--- src/rtl/sync_fifo_wr_arbiter.sv ---
// Round-robin write arbiter sharing a single sync_fifo write port among N_REQ producers,
// with optional short burst locking so multi-beat records land contiguously.
module sync_fifo_wr_arbiter #(
    parameter int N_REQ     = 4,
    parameter int DATA_W    = 32,
    parameter int MAX_BURST = 4
) (
    input  logic                      clk,
    input  logic                      rst,
    input  logic [N_REQ-1:0]          req,
    input  logic [N_REQ-1:0]          reqLast,
    input  logic [N_REQ*DATA_W-1:0]   reqData,
    input  logic                      fifoFull,
    output logic [N_REQ-1:0]          gnt,
    output logic                      fifoWrite,
    output logic [DATA_W-1:0]         fifoWData,
    output logic                      busy,
    output logic [$clog2(N_REQ)-1:0]  owner
);

    localparam int PTR_W       = $clog2(N_REQ);
    localparam int CNT_W       = $clog2(MAX_BURST) + 1;
    localparam bit SINGLE_BEAT = (MAX_BURST == 32'sd1);

    typedef enum logic [0:0] {
        ST_IDLE  = 1'b0,
        ST_BURST = 1'b1
    } state_t;

    state_t             state_r, state_nxt_s;
    logic [PTR_W-1:0]   ptr_r, ptr_nxt_s;
    logic [PTR_W-1:0]   owner_r, owner_nxt_s;
    logic [CNT_W-1:0]   cnt_r, cnt_nxt_s;
    logic [CNT_W-1:0]   cnt_inc_s;
    logic [N_REQ-1:0]   gnt_s;
    logic [DATA_W-1:0]  data_s;
    logic [PTR_W:0]     pick_s;
    logic               found_s;
    logic [PTR_W-1:0]   win_s;

    // First requester at or after p, wrapping; MSB flags that anyone was found.
    function automatic logic [PTR_W:0] rr_pick(input logic [N_REQ-1:0] r,
                                               input logic [PTR_W-1:0] p);
        logic [PTR_W:0] res;
        int             idx;
        res = '0;
        for (int k = N_REQ - 1; k >= 0; k--) begin
            idx = int'(p) + k;
            if (idx >= N_REQ) begin
                idx = idx - N_REQ;
            end else begin
                idx = idx;
            end
            if (r[PTR_W'(idx)]) begin
                res = {1'b1, PTR_W'(idx)};
            end else begin
                res = res;
            end
        end
        return res;
    endfunction

    function automatic logic [PTR_W-1:0] ptr_inc(input logic [PTR_W-1:0] p);
        logic [PTR_W-1:0] nxt;
        if (p == PTR_W'(N_REQ - 1)) begin
            nxt = '0;
        end else begin
            nxt = p + PTR_W'(1);
        end
        return nxt;
    endfunction

    assign pick_s    = rr_pick(req, ptr_r);
    assign found_s   = pick_s[PTR_W];
    assign win_s     = pick_s[PTR_W-1:0];
    assign cnt_inc_s = cnt_r + CNT_W'(1);

    // Arbitration: grant selection and next-state for the lock FSM.
    always_comb begin
        gnt_s       = '0;
        state_nxt_s = state_r;
        ptr_nxt_s   = ptr_r;
        owner_nxt_s = owner_r;
        cnt_nxt_s   = cnt_r;
        case (state_r)
            ST_IDLE: begin
                if (found_s && !fifoFull) begin
                    gnt_s[win_s] = 1'b1;
                    if (reqLast[win_s] || SINGLE_BEAT) begin
                        ptr_nxt_s = ptr_inc(win_s);
                    end else begin
                        state_nxt_s = ST_BURST;
                        owner_nxt_s = win_s;
                        cnt_nxt_s   = CNT_W'(1);
                    end
                end else begin
                    ptr_nxt_s = ptr_r;
                end
            end
            ST_BURST: begin
                if (!req[owner_r]) begin
                    // Owner walked away: release without granting anyone this cycle.
                    state_nxt_s = ST_IDLE;
                    ptr_nxt_s   = ptr_inc(owner_r);
                    cnt_nxt_s   = '0;
                end else if (fifoFull) begin
                    cnt_nxt_s = cnt_r;
                end else begin
                    gnt_s[owner_r] = 1'b1;
                    if (reqLast[owner_r] || (cnt_inc_s == CNT_W'(MAX_BURST))) begin
                        state_nxt_s = ST_IDLE;
                        ptr_nxt_s   = ptr_inc(owner_r);
                        cnt_nxt_s   = '0;
                    end else begin
                        cnt_nxt_s = cnt_inc_s;
                    end
                end
            end
            default: begin
                state_nxt_s = ST_IDLE;
                cnt_nxt_s   = '0;
            end
        endcase
    end

    // Data mux for the granted requester; zero when nobody is granted.
    always_comb begin
        data_s = '0;
        for (int i = 0; i < N_REQ; i++) begin
            if (gnt_s[i]) begin
                data_s = reqData[i*DATA_W +: DATA_W];
            end else begin
                data_s = data_s;
            end
        end
    end

    // Write-port outputs are forced quiet while reset is asserted.
    always_comb begin
        if (rst) begin
            gnt       = gnt_s;
            fifoWData = data_s;
        end else begin
            gnt       = '0;
            fifoWData = '0;
        end
    end

    assign fifoWrite = |gnt;
    assign busy      = (state_r == ST_BURST);
    assign owner     = owner_r;

    // FSM, priority pointer, lock owner and beat counter registers.
    always_ff @(posedge clk or negedge rst) begin
        if (!rst) begin
            state_r <= ST_IDLE;
            ptr_r   <= '0;
            owner_r <= '0;
            cnt_r   <= '0;
        end else begin
            state_r <= state_nxt_s;
            ptr_r   <= ptr_nxt_s;
            owner_r <= owner_nxt_s;
            cnt_r   <= cnt_nxt_s;
        end
    end

endmodule

--- config.mk ---
export PLATFORM = sky130hd
export DESIGN_NAME = sync_fifo_wr_arbiter
export DESIGN_NICKNAME = d
export VERILOG_FILES = /design/src/rtl/sync_fifo_wr_arbiter.sv
export SDC_FILE = /design/constraint.sdc
export NUM_CORES = 1
export LEC_CHECK = 0
export CORE_ASPECT_RATIO = 1.4
export CORE_MARGIN = 2
export CORE_UTILIZATION = 31
export CTS_CLUSTER_SIZE = 30
export DETAILED_ROUTE_END_ITERATION = 6
export HOLD_SLACK_MARGIN = 0.06
export PLACE_DENSITY = 0.88
export SYNTH_ARGS = -nofsm -noshare
export SYNTH_HDL_FRONTEND = slang
export SYNTH_SLANG_ARGS = --single-unit
--- constraint.sdc ---
create_clock -name clk -period 5.1 [get_ports clk]
set_clock_uncertainty 0.05 [all_clocks]
set_input_delay 0.51 -clock clk [delete_from_list [all_inputs] [get_ports clk]]
set_output_delay 0.51 -clock clk [all_outputs]
set_load 0.01 [all_outputs]
==> flow_metrics.env, run 1 <==
export IMPL_power_share_clock=0.068
export IMPL_cp_num_cells=11
export IMPL_finalCritPeriodShare=0.872
export IMPL_drt_total_wl_um=8460
export IMPL_crit_slowest_cell="o21a_1"
export IMPL_drive_gt1_frac=0.0517
export IMPL_die_h_um=89.8
export IMPL_maxCapViolations=0
export IMPL_grt_pass1_wl_um=13100
export IMPL_num_vias=2598
export IMPL_yosys_most_used_dff="dfrtp_1"
export IMPL_worst_slew_pin_slew_ps=891
export IMPL_worst_path_largest_cell_delay_ps=750
export IMPL_grt_pass1_vias=2570
export IMPL_areaGrowthSynthToFinish_pct=118
export IMPL_ys_seq_area_frac=0.123
export IMPL_postSynth_asyncResetShare=1.00
export IMPL_layout_commonest_cell="clkdlybuf4s50_1"
export IMPL_tritoncts="done"
export IMPL_setup_viol=0
export IMPL_crit_top_cell="clkdlybuf4s50_1"
export IMPL_synth_edff_count=0
export IMPL_viasPerCell=5.50
export IMPL_internal_power_uw=662
export IMPL_dpl_cell_count=469
export IMPL_leakagePower_nw=1.30
export IMPL_path_class="in -> out"
export IMPL_avgSynthCellArea_sq_um=6.82
export IMPL_syn_num_nets=388
export IMPL_crit_path_start_kind="input pin"
export IMPL_routedWlPerCell_um=17.9
export IMPL_cts_sinks=8
export IMPL_yosys_warnings=0
export IMPL_r2r_end="ptr_r[1]"
export IMPL_power_frac_seq=0.121
export IMPL_htreeDepth=1
export IMPL_min_period_ps=4450
export IMPL_fin_area_sq_um=3550
export IMPL_antenna_found_initial=0
export IMPL_crit_reg2reg_launch="ptr_r[1]"
export IMPL_clk_path_buf_depth=2
export IMPL_cp_num_buf_inv=3
export IMPL_cts_setup_buffers=0
export IMPL_die_area_sq_um=5860
export IMPL_min_path_cells=1
export IMPL_place_gp_congestion=0.916
export IMPL_relSlewSlack=0.406
export IMPL_r2r_slack_ps=2800
export IMPL_r2r_cells=6
export IMPL_power_frac_comb=0.811
export IMPL_clkSlewWorstSetupHoldPaths_ps=40
export IMPL_portBuffers=178
export IMPL_ys_ff_latch=8
export IMPL_hold_path_end="cnt_r[1]"
export IMPL_cts_root_buf="clkbuf_8"
export IMPL_grt_max_degree=33
export IMPL_layout_cells_non_filler=472
export IMPL_grt_overflow_total=0
export IMPL_cp_arrival_ps=3890
export IMPL_dpl_hpwl_um=6940
export IMPL_worstHoldPathType="reg -> reg"
export IMPL_crit_family="compound AO/OA/AOI/OAI gates"
export IMPL_cp_end_kind="output port"
export IMPL_switching_power_uw=518
export IMPL_dpl_cell_area_sq_um=3510
export IMPL_worstPathMaxFanout=32
export IMPL_final_net_count=557
export IMPL_cts_resized_gates=0
export IMPL_drtIter0Drc=200
export IMPL_postCtsHoldBufs=0
export IMPL_numCtsBuffers=3
export IMPL_crit_required_ps=4540
export IMPL_finalSetupTns_ps=0
export IMPL_drc_errors=0
export IMPL_cp_startpoint="req[3]"
export IMPL_total_power_mw=1.18
export IMPL_netlist_area_sq_um=1630
export IMPL_ant_nets=0
export IMPL_p_per_area_nw_per_um2=332
export IMPL_clkLatencyLatePin_ps=240
export IMPL_dr_pass1_iters=4
export IMPL_initial_core_util=0.318
export IMPL_die_w_um=65.3
export IMPL_grt_setup_unrepaired="no"
export IMPL_outcome="finished, final reports clean"
export IMPL_final_cell_mix="clkdlybuf4s50_1 (178), nand2_1 (41), o21ai_0 (36), a221oi_1 (33), o21ai_1 (32)"
export IMPL_clock_fmax_mhz=225
export IMPL_diodes=0
export IMPL_synth_cells=239
export IMPL_switching_share=0.439
export IMPL_grtUsageTotal=0.283
export IMPL_crit_path_cell_trace="clkdlybuf4s50_1 > nand2b_1 > a21oi_1 > a211o_1 > inv_1 > ha_1 > a22oi_1 > o21a_1 > o21ai_0 > o21ai_1 > clkdlybuf4s50_1"
export IMPL_rows=31
export IMPL_min_from="cnt_r[1]"
export IMPL_maxSlewViolCount=0
export IMPL_core_area_sq_um=5120
export IMPL_ir_worst_vdd_mv=0.260
export IMPL_finalHoldViolCount=0
export IMPL_ios=179
export IMPL_ys_types=36
-- how the worst max path moves through the flow --
| stage | slack [ps] | endpoint |
|---|---|---|
| final | 650 | fifoWData[17] |
| after global routing | 350 | fifoWData[22] |
| after CTS | 680 | fifoWData[17] |
| after detailed placement | 680 | fifoWData[17] |
| after global placement | 760 | fifoWData[17] |
| after floorplan | 1880 | fifoWData[10] |
-- state kept, by name (all words and copies together), names as in the netlist --
signal	count
owner	2
ptr_r	2
cnt_r	3
busy	1
-- synthesized netlist by cell type, drive strengths merged (2+ instances only) --
master  count  area, sq um
nand2      41          154
o21ai      68          340
mux2i       6         60.1
ha         10          125
a21o        2         15.0
clkbuf     17         63.8
mux4        2         45.0
buf         4         22.5
and2        2         12.5
nor2       11         41.3
a221oi     33          289
nand2b      2         12.5
mux2        4         48.8
a21oi       4         20.0
inv         8         30.0
a22oi       3         27.5
dfrtp       8          200
-- routing by layer --
layer	global-route usage	share of wire	up-vias
li1	-	-	1249
met1	0.328	0.37	1166
met2	0.486	0.49	160
met3	0.0951	0.11	23
met4	0.0816	0.027	0
met5	0	0	-
-- power groups by stage --
stage / sequential [mW] / combinational, mW / clock (mW)
6_report: 0.142 / 0.958 / 0.0803
5_1_grt: 0.149 / 1.05 / 0.0860
4_1_cts: 0.142 / 0.961 / 0.0822
3_5_place_dp: 0.143 / 0.957 / 0
3_3_place_gp: 0.141 / 0.941 / 0
2_1_floorplan: 0.125 / 0.524 / 0
-- area by class of cell --
class / instances / area (sq um)
repair buffers: 185 / 1870
fillers: 412 / 1570
multi-input cells: 202 / 1330
flip-flops and latches: 8 / 200
well taps: 66 / 82.6
clock buffers: 3 / 41.3
inverters: 8 / 30.0
-- worst register-to-register path: stages (launching register included) --
cell,delay (ps)
dfrtp_1,440
mux2i_1,150
a222oi_1,350
buf_4,220
mux2_4,310
o311ai_2,300
mux2_1,360
-- kinds of logic (layout without fill, tap and decap cells) --
family / after synthesis / count (layout) / share of synthesized area
adders and majority gates: 10 / 10 / 0.0768
xor gates and xnor gates: 1 / 1 / 0.00538
and+or+nand+nor: 62 / 62 / 0.164
DFF: 8 / 8 / 0.123
buffers and inverters: 29 / 196 / 0.0714
AOI/OAI and AO/OA: 117 / 117 / 0.465
muxes: 12 / 12 / 0.0945
-- per-stage QoR --
| stage | hold slack, ps | setup WS, ps | utilization |
|---|---|---|---|
| after floorplan | 164 | 1880 | - |
| after global routing | 528 | 347 | 0.694 |
| after CTS | 493 | 684 | 0.694 |
| after global placement | 478 | 763 | 0.686 |
| after detailed placement | 484 | 677 | 0.686 |
| final | 494 | 651 | 0.694 |
No activity file was read; power rests on OpenSTA's default activity.
==> inputs of run 2 (changes only) <==
--- a/config.mk
+++ b/config.mk
@@ -10,6 +10,7 @@
 export CORE_UTILIZATION = 31
 export CTS_CLUSTER_SIZE = 30
 export DETAILED_ROUTE_END_ITERATION = 6
+export GPL_TIMING_DRIVEN = 0
 export HOLD_SLACK_MARGIN = 0.06
 export PLACE_DENSITY = 0.88
 export SYNTH_ARGS = -nofsm -noshare
==> run 2 against run 1 <==
Against the previous run: first-iteration DRC count fell by 23%; hold slack improved by 13 ps; largest cell class unchanged; clock-buffer cell count did not move; combinational power fell by 0.4%; register-to-register slack got worse by 440 ps; sequential cell count did not move; critical path depth did not move; fmax fell by 6.0%; global-route usage fell by 1.2 points; via count rose by 1.0%; power fell by 2.0%; die area did not move.
==> flow_metrics.env, run 2 (synthesized netlist as in run 1, its figures left out) <==
export IMPL_die_w_um=65.3
export IMPL_crit_slowest_cell="a222oi_1"
export IMPL_clkSlewWorstSetupHoldPaths_ps=40
export IMPL_cts_resized_gates=0
export IMPL_relSlewSlack=0.311
export IMPL_ant_nets=0
export IMPL_busiest_layer="met2"
export IMPL_cp_end_kind="output port"
export IMPL_antenna_found_initial=0
export IMPL_dr_pass1_iters=4
export IMPL_maxSlewViolCount=0
export IMPL_cp_num_buf_inv=4
export IMPL_layout_commonest_cell="clkdlybuf4s50_1"
export IMPL_worstPathMaxFanout=10
export IMPL_place_gp_congestion=0.862
export IMPL_cp_arrival_ps=4180
export IMPL_portBuffers=178
export IMPL_setup_viol=0
export IMPL_crit_required_ps=4540
export IMPL_initial_core_util=0.318
export IMPL_met2_usage=0.478
export IMPL_grt_pass1_vias=2543
export IMPL_areaGrowthSynthToFinish_pct=117
export IMPL_clkLatencyLatePin_ps=230
export IMPL_dpl_hpwl_um=6820
export IMPL_path_class="in -> out"
export IMPL_finalSetupTns_ps=0
export IMPL_worst_slew_pin_slew_ps=1030
export IMPL_cts_setup_buffers=0
export IMPL_grt_setup_unrepaired="no"
export IMPL_finalCritPeriodShare=0.928
export IMPL_worstHoldPathType="reg -> reg"
export IMPL_viasPerCell=5.40
export IMPL_final_cell_mix="clkdlybuf4s50_1 (178), nand2_1 (41), o21ai_0 (36), a221oi_1 (33), o21ai_1 (32)"
export IMPL_met1_usage=0.318
export IMPL_clk_path_buf_depth=2
export IMPL_grt_max_degree=12
export IMPL_diodes=0
export IMPL_core_area_sq_um=5120
export IMPL_p_per_area_nw_per_um2=327
export IMPL_crit_path_cell_trace="clkdlybuf4s50_1 > mux2i_1 > a222oi_1 > inv_1 > ha_1 > a22oi_1 > nor3b_2 > buf_2 > a221oi_1 > o21ai_1 > clkdlybuf4s50_1"
export IMPL_crit_top_cell="clkdlybuf4s50_1"
export IMPL_worst_path_largest_cell_delay_ps=920
export IMPL_rows=31
export IMPL_maxCapViolations=0
export IMPL_holdWs_ps=506
export IMPL_drtIter0Drc=155
export IMPL_cts_sinks=8
export IMPL_die_h_um=89.8
export IMPL_grt_pass1_wl_um=12800
export IMPL_final_net_count=571
export IMPL_met3_usage=0.0851
export IMPL_die_area_sq_um=5860
export IMPL_ios=179
export IMPL_htreeDepth=1
export IMPL_routedWlPerCell_um=17.0
export IMPL_drt_total_wl_um=8240
export IMPL_numCtsBuffers=3
export IMPL_outcome="finished, final reports clean"
export IMPL_largest_register="cnt_r"
export IMPL_grt_overflow_total=0
export IMPL_drc_errors=0
export IMPL_num_vias=2625
export IMPL_ir_worst_vdd_mv=0.206
export IMPL_finalHoldViolCount=0
export IMPL_crit_family="compound AO/OA/AOI/OAI gates"
export IMPL_cts_root_buf="clkbuf_8"
export IMPL_tritoncts="done"
export IMPL_clock_fmax_mhz=211
export IMPL_min_period_ps=4740
export IMPL_postCtsHoldBufs=0
export IMPL_leakagePower_nw=1.29
export IMPL_grtUsageTotal=0.272
export IMPL_crit_path_start_kind="input pin"
export IMPL_drive_gt1_frac=0.0357
export IMPL_largest_register_ffs=3
==> run 2: cell types whose count changed in the layout (fill, tap and decap cells not counted) <==
cell      before  now
a21oi_1        3    4
clkbuf_1       0   17
buf_4          4    1
nor3b_4        1    0
nor2_1         9   11
nor2_2         2    0
buf_2          0    3
nor3b_2        0    1
buf_12         3    0
a21oi_2        1    0
==> run 2: layer usage <==
| metal | part of all wire | vias to the layer above |
|---|---|---|
| met1 | 0.39 | 1202 |
| met2 | 0.48 | 135 |
| met3 | 0.11 | 12 |
| met4 | 0.017 | 0 |
| met5 | 0 | - |
| li1 | - | 1276 |
==> run 2: where the power goes <==
group | switching (mW) | internal (mW) | total, mW
Clock | 0.0225 | 0.0509 | 0.0734
Combinational | 0.451 | 0.504 | 0.954
Sequential | 0.0364 | 0.0923 | 0.129
Total | 0.510 | 0.647 | 1.16
==> run 2: path summary, 6_finish.rpt <==
check	from	end	slack [ps]	cells past startpoint
setup / recovery	req[3]	fifoWData[21]	360	11
hold / removal	cnt_r[2]	cnt_r[2]	510	1
min in group asynchronous	rst	busy	550	1
hold reg to reg	cnt_r[2]	cnt_r[2]	510	1
setup reg to reg	ptr_r[1]	ptr_r[1]	2360	6
max in group asynchronous	rst	owner[1]	4130	1
==> run 2: worst reg2reg max path, stage by stage, from the launching register on <==
cell and delay (ps):
dfrtp_1 350, buf_4 150, mux2i_1 120, a222oi_1 920, mux2_4 370, o311ai_2 300
mux2_1 360
==> run 2: cell type report <==
class | instances | area, sq um
tap | 66 | 82.6
inverter | 8 | 30.0
multi-input combinational | 202 | 1310
timing repair buffer | 178 | 1780
fill | 439 | 1590
sequential | 8 | 200
buffer | 21 | 86.3
clock buffer | 3 | 41.3
==> run 2: stage by stage <==
step                 util  instance area [sq um]  setup slack (ps)  power, mW  instances
global route        0.690                   3530              90.5       1.25        486
detailed placement  0.682                   3490               401       1.08        483
CTS                 0.690                   3530               374       1.16        486
global placement    0.682                   3490               531       1.05        483
floorplan               -                   1630              1880      0.648        239
finish              0.690                   3530               365       1.16        486
